File: config.mk
export PLATFORM = sky130hd
export DESIGN_NAME = cpu_run_controller
export DESIGN_NICKNAME = d
export VERILOG_FILES = /design/src/rtl/cpu_run_pkg.sv /design/src/rtl/sat_counter.sv /design/src/rtl/cpu_run_controller.sv
export SDC_FILE = /design/constraint.sdc
export NUM_CORES = 1
export LEC_CHECK = 0
export CORE_MARGIN = 2
export CORE_UTILIZATION = 38
export DETAILED_ROUTE_END_ITERATION = 16
export REMOVE_ABC_BUFFERS = 1
export SETUP_SLACK_MARGIN = 0.3
export SLEW_MARGIN = 0
export SYNTH_ARGS = -nofsm -noshare
export SYNTH_HDL_FRONTEND = slang
export SYNTH_SLANG_ARGS = --single-unit
File: constraint.sdc
create_clock -name clk -period 4.78 [get_ports clk]
set_clock_uncertainty 0.15 [all_clocks]
set_input_delay 0.478 -clock clk [delete_from_list [all_inputs] [get_ports clk]]
set_output_delay 0.478 -clock clk [all_outputs]
set_load 0.02 [all_outputs]
File: src/rtl/cpu_run_pkg.sv
`default_nettype none
// ============================================================================
// Module      : cpu_run_pkg
// Description : Shared state encoding and default parameter set for the
//               RISC-V run controller.
// Revision    : 1.0 - initial release
// ============================================================================
package cpu_run_pkg;

   // Run controller state encoding
   typedef enum logic [2:0] {
      ST_IDLE     = 3'd0,
      ST_RST_HOLD = 3'd1,
      ST_RUN      = 3'd2,
      ST_HALTED   = 3'd3,
      ST_TIMEOUT  = 3'd4
   } run_state_t;

   // Default parameter set
   localparam int DEF_ADDR_W      = 32;
   localparam int DEF_CNT_W       = 32;
   localparam int DEF_RST_CYCLES  = 4;
   localparam int DEF_HALT_REPEAT = 3;

endpackage : cpu_run_pkg
`default_nettype wire

File: src/rtl/sat_counter.sv
`default_nettype none
// ============================================================================
// Module      : sat_counter
// Description : Up-counter with synchronous clear and enable that sticks at
//               all-ones instead of wrapping.
// Revision    : 1.0 - initial release
// ============================================================================
module sat_counter #(
   parameter int WIDTH = 32
) (
   input  logic             clk,
   input  logic             reset_n,
   input  logic             clear,
   input  logic             enable,
   output logic [WIDTH-1:0] count
);

   // Clear has priority; increment stops once every bit is set
   always_ff @(posedge clk or negedge reset_n) begin
      if (!reset_n) begin
         count <= '0;
      end else if (clear) begin
         count <= '0;
      end else if (enable && !(&count)) begin
         count <= count + WIDTH'(1);
      end
   end

endmodule : sat_counter
`default_nettype wire

File: src/rtl/cpu_run_controller.sv
`default_nettype none
// ============================================================================
// Module      : cpu_run_controller
// Description : Sequences core reset, counts run cycles and retired
//               instructions, and flags branch-to-self halt or timeout.
// Revision    : 1.0 - initial release
// ============================================================================
module cpu_run_controller
   import cpu_run_pkg::*;
#(
   parameter int ADDR_W      = DEF_ADDR_W,
   parameter int CNT_W       = DEF_CNT_W,
   parameter int RST_CYCLES  = DEF_RST_CYCLES,
   parameter int HALT_REPEAT = DEF_HALT_REPEAT
) (
   input  logic              clk,
   input  logic              reset_n,
   input  logic              start,
   input  logic [CNT_W-1:0]  timeout_limit,
   input  logic              retire_valid,
   input  logic [ADDR_W-1:0] retire_pc,
   output logic              core_reset,
   output logic              running,
   output logic              done,
   output logic              timed_out,
   output logic [CNT_W-1:0]  cycle_count,
   output logic [CNT_W-1:0]  retired_count
);

   localparam int REP_W  = $clog2(HALT_REPEAT + 1);
   localparam int HOLD_W = $clog2(RST_CYCLES + 1);
   localparam logic [REP_W-1:0]  C_HALT_CNT = REP_W'(HALT_REPEAT);
   localparam logic [HOLD_W-1:0] C_HOLD_END = HOLD_W'(RST_CYCLES - 1);

   run_state_t        state;
   run_state_t        next_state;
   logic [HOLD_W-1:0] hold_cnt;
   logic [REP_W-1:0]  rep_cnt;
   logic [REP_W-1:0]  rep_next;
   logic [ADDR_W-1:0] last_pc;
   logic [CNT_W-1:0]  limit_q;
   logic              enter_hold;
   logic              enter_run;
   logic              halt_hit;
   logic              timeout_hit;

   // Next-state decode; halt takes precedence over timeout in the same cycle
   always_comb begin
      next_state  = state;
      rep_next    = REP_W'(1);
      halt_hit    = 1'b0;
      timeout_hit = 1'b0;

      // rep_cnt of zero means no retire seen since the run began, so the
      // first retire always starts a fresh run of one even at PC 0
      if ((rep_cnt != '0) && (retire_pc == last_pc)) begin
         rep_next = rep_cnt + REP_W'(1);
      end
      halt_hit    = retire_valid && (rep_next == C_HALT_CNT);
      timeout_hit = (limit_q != '0) && (cycle_count == (limit_q - CNT_W'(1)));

      case (state)
         ST_IDLE, ST_HALTED, ST_TIMEOUT: begin
            if (start) next_state = ST_RST_HOLD;
         end
         ST_RST_HOLD: begin
            if (hold_cnt == C_HOLD_END) next_state = ST_RUN;
         end
         ST_RUN: begin
            if (halt_hit)         next_state = ST_HALTED;
            else if (timeout_hit) next_state = ST_TIMEOUT;
         end
         default: next_state = ST_IDLE;
      endcase
   end

   assign enter_hold = (next_state == ST_RST_HOLD) && (state != ST_RST_HOLD);
   assign enter_run  = (next_state == ST_RUN) && (state == ST_RST_HOLD);

   // State register and reset-hold timer
   always_ff @(posedge clk or negedge reset_n) begin
      if (!reset_n) begin
         state    <= ST_IDLE;
         hold_cnt <= '0;
      end else begin
         state <= next_state;
         if (enter_hold) begin
            hold_cnt <= '0;
         end else if (state == ST_RST_HOLD) begin
            hold_cnt <= hold_cnt + HOLD_W'(1);
         end
      end
   end

   // Branch-to-self tracking and timeout limit capture
   always_ff @(posedge clk or negedge reset_n) begin
      if (!reset_n) begin
         rep_cnt <= '0;
         last_pc <= '0;
         limit_q <= '0;
      end else begin
         if (enter_hold) begin
            rep_cnt <= '0;
            last_pc <= '0;
         end else if ((state == ST_RUN) && retire_valid) begin
            rep_cnt <= rep_next;
            last_pc <= retire_pc;
         end
         if (enter_run) begin
            limit_q <= timeout_limit;
         end
      end
   end

   // Outputs registered from the upcoming state so they line up with it
   always_ff @(posedge clk or negedge reset_n) begin
      if (!reset_n) begin
         core_reset <= 1'b1;
         running    <= 1'b0;
         done       <= 1'b0;
         timed_out  <= 1'b0;
      end else begin
         core_reset <= (next_state != ST_RUN);
         running    <= (next_state == ST_RUN);
         done       <= (next_state == ST_HALTED);
         timed_out  <= (next_state == ST_TIMEOUT);
      end
   end

   sat_counter #(
      .WIDTH (CNT_W)
   ) u_cycle_cnt (
      .clk     (clk),
      .reset_n (reset_n),
      .clear   (enter_hold),
      .enable  (state == ST_RUN),
      .count   (cycle_count)
   );

   sat_counter #(
      .WIDTH (CNT_W)
   ) u_retire_cnt (
      .clk     (clk),
      .reset_n (reset_n),
      .clear   (enter_hold),
      .enable  ((state == ST_RUN) && retire_valid),
      .count   (retired_count)
   );

endmodule : cpu_run_controller
`default_nettype wire

==> results by group, run 1 <==
Yosys
  – Mux share of post-synthesis cell area: 4.797%
  – Synth cell types: 72
  – Synth Flop Type: dfrtp_1
  – Synth Area in Adders: 0.9498%
  – Number of warnings issued by yosys: 0
  – XOR/XNOR Fraction of Synth Area: 13.63%
  – Compound-Gate Fraction of Synth Area: 8.533%
  – Largest family of logic cells by synthesized area: simple AND/OR/NAND/NOR gates
  – Seq cells post-synth: 140
  – Mapped Area: 7904 µm²
  – Synth Area in Simple Gates: 24.82%
  – Synth Instances: 823
  – Syn avg cell area: 9.604 µm²
  – Sequential fraction of the synthesis area: 44.34%
  – Async S/R FF share, synth: 100.0%
  – EDFF count, synth: 0

Global route
  – Grt ovf: 0
  – GRT Total Usage: 19.01%
  – Initial antenna violation count: 1
  – Largest net degree at the start of global routing: 99
  – First-pass GRT wire length: 33170 µm
  – Vias in the first global route: 6315

Floorplan
  – I/O pin total: 136
  – Initial core utilization: 38.94%
  – Rows: 52
  – Die area: 21970 µm²
  – Die height: 148.2 µm
  – Core ar.: 20300 µm²
  – Die Wd: 148.2 µm

Flow run
  – Max-cap violations: 0

Power
  – VDD IR-drop max: 238.2 µV
  – Leak: 0.004119 µW
  – Tot Pwr: 4471 µW
  – Power Dens Cells: 445.4 nW/µm²

Worst setup path
  – R2r setup slk: 1530 ps
  – Max FO, Critical Path: 8
  – Worst reg2reg endpoint: running$_DFF_PN0_
  – Setup crit end kind: flip-flop
  – Worst Path Required: 4940 ps
  – Worst Setup SP: limit_q[0]$_DFFE_PN0P_
  – R2R depth: 10
  – CP Launch Type: flip-flop
  – CP arrival: 3410 ps
  – Reg2reg start: limit_q[0]$_DFFE_PN0P_
  – CP Class: reg2reg

Final layout
  – Area grow syn2layout: 27.01%
  – Final-layout fill cell count: 1957
  – Nets@finish: 1020
  – Layout cells sized above 1: 10.95%
  – Fin util: 49.45%

Routing
  – DR DRC count: 0
  – Vias: 6391
  – Final WL: 20110 µm
  – Pre-antenna DRT Iters: 5
  – ANT nets after route: 0
  – First DRT Iteration DRCs: 324
  – Via-per-instance ratio: 5.196
  – WL per Instance: 16.35 µm

STA
  – Final setup fails: 0
  – Tcrit/Tclk final: 67.97%
  – Worst-Margin Slew: 1112 ps
  – Fmax: 307.8 MHz
  – Final hold slack: 348.0 ps
  – Fin. Hold Viols: 0
  – Max-slew violation count: 0
  – Tmin final: 3249 ps
  – RSZ-0062 raised after global routing: no
  – Setup TNS: 0 ps
  – Worst slew margin: 25.84%

Worst hold path
  – Hold_sp: hold_cnt[2]$_DFFE_PN0P_
  – Worst hold path class: reg2reg
  – Hold Path End: hold_cnt[2]$_DFFE_PN0P_
  – Worst Hold Path Cells: 2

Clock network
  – CTS root buf: clkbuf_16
  – # resized after CTS: 0
  – Clk Latency, worst-skew pair: 430 ps
  – H-tree Lvls: 4
  – Clock sink count: 140
  – Post-CTS setup buffer count: 0
  – Worst-path clk slew: 60 ps
  – Num CTS Buffers: 17
  – CTS tree: yes
  – Max Root-Sink Buffers: 2

Placement
  – HPWL after DPL: 14060 µm
  – Number of port buffers: 135
  – GP Congestion: 0.8909

Run status
  – Status: completed
what timing repair did:
action	in CTS	in global routing
hold buffers	1	0
setup endpoints to repair	0	0
hold endpoints to repair	56	0
synth_stat cells, drive strengths merged (7+ instances only):
cell type / number / area [µm²]
dfrtp: 139 / 3478
nand2: 111 / 416.7
xor2: 82 / 718.2
nor2: 76 / 285.3
a21oi: 50 / 250.2
xnor2: 41 / 359.1
nand3: 38 / 215.2
mux2: 31 / 349.1
nor4: 25 / 200.2
clkbuf: 24 / 101.3
nor3: 24 / 140.1
nand4: 20 / 150.1
o21ai: 18 / 90.09
and3: 14 / 88.84
or3: 14 / 87.58
buf: 12 / 85.07
inv: 12 / 45.04
and4: 10 / 87.58
and2: 7 / 43.79
power breakdown:
group | internal (µW) | switching [µW]
logic | 631 | 690
clock network | 786 | 541
registers | 1440 | 378
total | 2860 | 1610
layout make-up:
type / count / area, µm² / share of cell area [%]
Antenna cell: 1 / 2.502 / 0.02493
Clock buffer: 20 / 446.7 / 4.450
Clock inverter: 12 / 137.6 / 1.371
Inverter: 12 / 45.04 / 0.4487
Multi-Input combinational cell: 635 / 4172 / 41.56
Sequential cell: 140 / 3505 / 34.91
Tap cell: 270 / 337.8 / 3.365
Timing Repair Buffer: 140 / 1393 / 13.87
cells in the final DEF, fill, tap and decap left out, drive strengths merged, types with 4 or more instances in the layout:
cell and instances:
dfrtp 139, clkdlybuf4s50 134, nand2 111, xor2 82
nor2 76, a21oi 50, xnor2 41, nand3 38
mux2 31, nor4 25, nor3 24, clkbuf 20
nand4 20, o21ai 18, or3 14, and3 14
inv 14, and4 10, and2 7, ha 6
or2 6, clkinv 6, nand2b 5, buf 5
nand3b 4, nor4b 4
per-layer routing:
layer	up-vias	share of wire, %	GRT usage (%)
li1	3127	-	-
met1	3070	46	25.10
met2	171	45	30.05
met3	23	7.3	6.442
met4	0	1.5	5.000
met5	-	0	0
flip-flops by register name, summed over array words and instances, names as in the netlist, 2 cells and up:
register,count
rep_cnt,2
u_cycle_cnt.count,32
last_pc,32
hold_cnt,3
limit_q,32
u_retire_cnt.count,32
state,3
through the flow:
| stage | area, µm² | setup slack [ps] | std cells |
|---|---|---|---|
| 2_1_floorplan | 7717 | 1850 | 787 |
| 3_3_place_gp | 9442 | 1642 | 1196 |
| 3_5_place_dp | 9442 | 1547 | 1196 |
| 4_1_cts | 10040 | 1503 | 1229 |
| 5_1_grt | 10040 | 1248 | 1229 |
| 6_report | 10040 | 1531 | 1230 |
worst max-delay path, cell delays in order, from the launching register on:
cell and delay (ps):
dfrtp_1 420, inv_1 100, ha_1 330, nor4b_4 420
nand4_1 320, xnor2_1 270, nand2_1 80, a2111oi_1 380
nand4_2 200, or2_1 290, a31o_1 180
logic make-up after synthesis:
| family | after synthesis |
|---|---|
| buf+inv | 48 |
| flops | 140 |
| simple gates | 368 |
| compound gates | 104 |
| mux | 34 |
| fa+ha+maj | 6 |
| xor+xnor | 123 |
worst max path at each step:
stage / to / slack, ps / cells after the start
floorplan: u_retire_cnt.count[31]$_DFFE_PN0P_ / 1850 / 7
global placement: timed_out$_DFF_PN0_ / 1640 / 9
detailed placement: running$_DFF_PN0_ / 1550 / 10
CTS: running$_DFF_PN0_ / 1500 / 10
global route: running$_DFF_PN0_ / 1250 / 10
finish: running$_DFF_PN0_ / 1530 / 10
(Power assumes the default switching activity.)
==> run 2, diff against run 1 <==
Clock period 4.78 ns to 3.3 ns, I/O delays scaled along.
==> results by group, run 2 (synthesis results as in run 1) <==
STA
  – Worst slew margin: 37.63%
  – Tcrit/Tclk final: 87.81%
  – Worst-Margin Slew: 927.8 ps
  – Fmax: 345.1 MHz
  – Setup TNS: 0 ps
  – Max-slew violation count: 0
  – Final setup fails: 0
  – Fin. Hold Viols: 0
  – Tmin final: 2898 ps
  – RSZ-0062 raised after global routing: yes

Worst setup path
  – Worst Path Required: 3470 ps
  – CP arrival: 3070 ps
  – CP Class: reg2reg
  – R2R depth: 10
  – Max FO, Critical Path: 5
  – Setup crit end kind: flip-flop
  – CP Launch Type: flip-flop

Floorplan
  – Die Wd: 148.2 µm
  – Die area: 21970 µm²
  – Die height: 148.2 µm
  – Rows: 52
  – Core ar.: 20300 µm²
  – Initial core utilization: 38.94%
  – I/O pin total: 136

Clock network
  – CTS tree: yes
  – Max Root-Sink Buffers: 2
  – Num CTS Buffers: 17
  – Worst-path clk slew: 60 ps
  – CTS root buf: clkbuf_16
  – H-tree Lvls: 4
  – Clock sink count: 140
  – Clk Latency, worst-skew pair: 430 ps

Routing
  – WL per Instance: 16.33 µm
  – Final WL: 20420 µm
  – Pre-antenna DRT Iters: 4
  – First DRT Iteration DRCs: 345
  – Via-per-instance ratio: 5.146
  – ANT nets after route: 0
  – Vias: 6432
  – DR DRC count: 0

Final layout
  – Commonest non-fill, non-tap cells in the layout: dfrtp_1 (139), clkdlybuf4s50_1 (134), nand2_1 (111), xor2_1 (82), nor2_1 (76)
  – Fin util: 50.55%
  – Ant diodes: 0
  – Fin area: 10260 µm²
  – Layout cells sized above 1: 13.37%
  – Area grow syn2layout: 29.84%
  – Nets@finish: 1041
  – Commonest non-fill, non-tap cell in the layout: dfrtp_1

Power
  – Power Dens Cells: 641.8 nW/µm²
  – Tot Pwr: 6587 µW
  – VDD IR-drop max: 336.2 µV
  – Leak: 0.004256 µW

Placement
  – GP Congestion: 0.8719
  – Placed Instance Area: 9557 µm²
  – HPWL after DPL: 14620 µm
  – Number of port buffers: 135

Global route
  – Largest net degree at the start of global routing: 71
  – GRT Total Usage: 19.27%
  – Initial antenna violation count: 1
  – First-pass GRT wire length: 33780 µm
  – Vias in the first global route: 6483
  – Grt ovf: 0

Worst hold path
  – Worst hold path class: in2async

Run status
  – Status: completed

Flow run
  – Max-cap violations: 0
## run 2: cell types whose count changed in the layout (fill, tap and decap cells not counted), moves of 2 or more
cell      delta
o311ai_0     -2
buf_4       +19
o311ai_1     +2
nor3_4       +2
buf_12       +2
clkinv_2     -2
inv_6        +4
inv_8        +2
## run 2: where the power goes
group | total (µW) | internal (µW) | switching [µW] | leakage [µW]
Sequential | 2630 | 2090 | 536 | 0.00187
Combinational | 2050 | 1000 | 1050 | 0.00210
Clock | 1910 | 1070 | 840 | 0.000281
## run 2: cell type report
cell class,instances,area [µm²]
sequential,140,3505
timing repair buffer,161,1575
multi-input combinational,635,4223
inverter,12,45.04
tap,270,337.8
clock inverter,14,147.6
fill,1977,10040
clock buffer,18,429.2
## run 2: metal layers
layer | up-vias | wire length, µm | GRT usage, %
li1 | 3169 | - | -
met1 | 3058 | 9055 | 25.30
met2 | 178 | 9529 | 30.88
met3 | 25 | 1531 | 5.644
met4 | 2 | 285 | 5.905
met5 | - | 13 | 0
## run 2: worst paths after layout
check / from / endpoint / slack (ps)
setup / recovery: limit_q[0]$_DFFE_PN0P_ / running$_DFF_PN0_ / 400
hold / removal: reset_n / u_cycle_cnt.count[14]$_DFFE_PN0P_ / 320
setup reg to reg: limit_q[0]$_DFFE_PN0P_ / running$_DFF_PN0_ / 400
hold reg to reg: hold_cnt[2]$_DFFE_PN0P_ / hold_cnt[2]$_DFFE_PN0P_ / 360
max in group asynchronous: reset_n / core_reset$_DFF_PN1_ / 1850
min in group clk: timeout_limit[1] / limit_q[1]$_DFFE_PN0P_ / 320
## run 2: worst max-delay path, stage by stage, from the launching register on
cell,delay (ps)
dfrtp_1,420
inv_1,90
ha_1,160
nor4b_4,340
and4_4,340
a21o_4,130
nand2_1,40
a221o_1,340
a211o_1,340
or2_1,250
a31o_1,190
## run 2: timing repair
| action | in CTS | in global routing |
|---|---|---|
| resized for setup | 2 | 9 |
| hold endpoints to repair | 66 | 0 |
| pin swaps | 1 | 7 |
| hold buffers | 1 | 0 |
| setup buffers | 0 | 9 |
| setup endpoints to repair | 1 | 8 |
## run 2: stage by stage
step	hold slack (ps)	setup WS, ps	std cells
global route	346.0	203.5	1250
CTS	305.7	308.8	1241
detailed placement	237.4	286.9	1208
global placement	245.3	342.6	1208
floorplan	-115.6	369.5	787
finish	318.1	402.2	1250
==> run 3, diff against run 2 <==
Settings changed: TNS_END_PERCENT set to 20.
==> results by group, run 3 (synthesis results as in run 1) <==
Worst setup path
  – Worst reg2reg endpoint: running$_DFF_PN0_
  – Worst Setup SP: limit_q[0]$_DFFE_PN0P_
  – R2r setup slk: 410 ps
  – Setup crit end kind: flip-flop
  – Reg2reg start: limit_q[0]$_DFFE_PN0P_
  – CP arrival: 3050 ps
  – CP bufs+invs: 1
  – Worst setup path end: running$_DFF_PN0_
  – CP Launch Type: flip-flop
  – Worst Path Required: 3470 ps
  – Max FO, Critical Path: 5
  – Slowest stage cell on the critical path: dfrtp_1
  – CP cell instances: inv_1 > ha_1 > nor4b_4 > and4_4 > a21o_4 > nand2_1 > a221o_1 > a211o_1 > or2_1 > a31o_1
  – R2R depth: 10
  – Crit-path max cell delay: 420 ps
  – CP Class: reg2reg
  – Cell count along the critical path: 10
  – Critical path's top delay family: compound AO/OA/AOI/OAI gates

Clock network
  – H-tree Lvls: 4
  – Num CTS Buffers: 17
  – Clk Latency, worst-skew pair: 430 ps
  – CTS root buf: clkbuf_16
  – Worst-path clk slew: 70 ps
  – Max Root-Sink Buffers: 2
  – CTS tree: yes
  – Clock sink count: 140

Floorplan
  – Die height: 148.2 µm
  – Die Wd: 148.2 µm
  – Core ar.: 20300 µm²
  – Initial core utilization: 38.94%
  – I/O pin total: 136
  – Die area: 21970 µm²
  – Rows: 52

Global route
  – GRT Total Usage: 19.27%
  – Largest net degree at the start of global routing: 71
  – Grt ovf: 0
  – Vias in the first global route: 6483
  – First-pass GRT wire length: 33780 µm
  – Initial antenna violation count: 1

Placement
  – GP Congestion: 0.8719
  – Number of port buffers: 135
  – DP Cell Count: 1208
  – HPWL after DPL: 14620 µm
  – Worst slack at placement: 286.9 ps

STA
  – Fin. Hold Viols: 0
  – Max-slew violation count: 0
  – Tmin final: 2887 ps
  – Final hold slack: 318.7 ps
  – Worst-Margin Slew: 919.9 ps
  – Worst setup margin: 412.6 ps
  – Worst slew margin: 38.17%
  – Final setup fails: 0
  – Fmax: 346.3 MHz
  – Tcrit/Tclk final: 87.50%
  – Setup TNS: 0 ps
  – RSZ-0062 raised after global routing: yes

Worst hold path
  – Worst hold path class: in2reg
  – Worst Hold Path Cells: 3

Final layout
  – Layout cells sized above 1: 13.28%
  – Area grow syn2layout: 29.59%
  – Ant diodes: 0
  – Final Non-Filler Cells: 1249
  – Nets@finish: 1040
  – Commonest non-fill, non-tap cell in the layout: dfrtp_1
  – Final-layout fill cell count: 1981
  – Commonest non-fill, non-tap cells in the layout: dfrtp_1 (139), clkdlybuf4s50_1 (134), nand2_1 (111), xor2_1 (82), nor2_1 (76)

Routing
  – Via-per-instance ratio: 5.143
  – First DRT Iteration DRCs: 348
  – DR DRC count: 0
  – Pre-antenna DRT Iters: 4
  – ANT nets after route: 0
  – Vias: 6424
  – WL per Instance: 16.32 µm
  – Final WL: 20390 µm

Power
  – VDD IR-drop max: 335.0 µV
  – Power Dens Cells: 641.4 nW/µm²
  – Leak: 0.004251 µW

Run status
  – Status: completed

Flow run
  – Max-cap violations: 0
## run 3: metrics by stage
stage | util (%) | instance area [µm²] | total power, µW
floorplan | - | 7717 | 3909
global placement | 47.08 | 9557 | 4608
detailed placement | 47.08 | 9557 | 4615
CTS | 50.01 | 10150 | 6582
global route | 50.46 | 10240 | 7009
finish | 50.46 | 10240 | 6570
## run 3: where the power goes
part / internal, µW / leakage, µW / switching (µW)
Combinational: 1000 / 0.00210 / 1040
Clock: 1070 / 0.000281 / 839
Sequential: 2090 / 0.00187 / 536
## run 3: worst min path at each step
stage | from | to | slack [ps]
after floorplan | reset_n | done$_DFF_PN0_ | -120
after global placement | reset_n | u_cycle_cnt.count[16]$_DFFE_PN0P_ | 250
after detailed placement | reset_n | u_cycle_cnt.count[16]$_DFFE_PN0P_ | 240
after CTS | timeout_limit[1] | limit_q[1]$_DFFE_PN0P_ | 310
final | timeout_limit[1] | limit_q[1]$_DFFE_PN0P_ | 320
after global routing | retire_pc[2] | last_pc[2]$_DFFE_PN0P_ | 350
## run 3: area by class of cell
class | instances | area (µm²) | area share, %
Clock buffer | 18 | 429.2 | 4.190
Clock inverter | 14 | 147.6 | 1.441
Inverter | 12 | 45.04 | 0.4398
Multi-Input combinational cell | 635 | 4210 | 41.11
Sequential cell | 140 | 3505 | 34.22
Tap cell | 270 | 337.8 | 3.298
Timing Repair Buffer | 160 | 1568 | 15.31
## run 3: worst min-delay path, cell delays in order
cell and delay (ps):
clkdlybuf4s50_1 400, nand2_1 60, o21ai_0 60
## run 3: repair_timing
action                                  in CTS  in global routing
hold buffers                                 1                  0
gates cloned                                 0                  0
endpoints found under the setup margin       1                  8
buffers inserted                             0                  8
resized for setup                            2                  8
pin swaps                                    1                  7
hold endpoints to repair                    66                  0
## run 3: routing by layer
layer	GRT usage (%)	part of all wire, %
met1	25.30	45
met5	0	0.064
met4	5.905	1.4
met2	30.88	47
met3	5.644	7.1
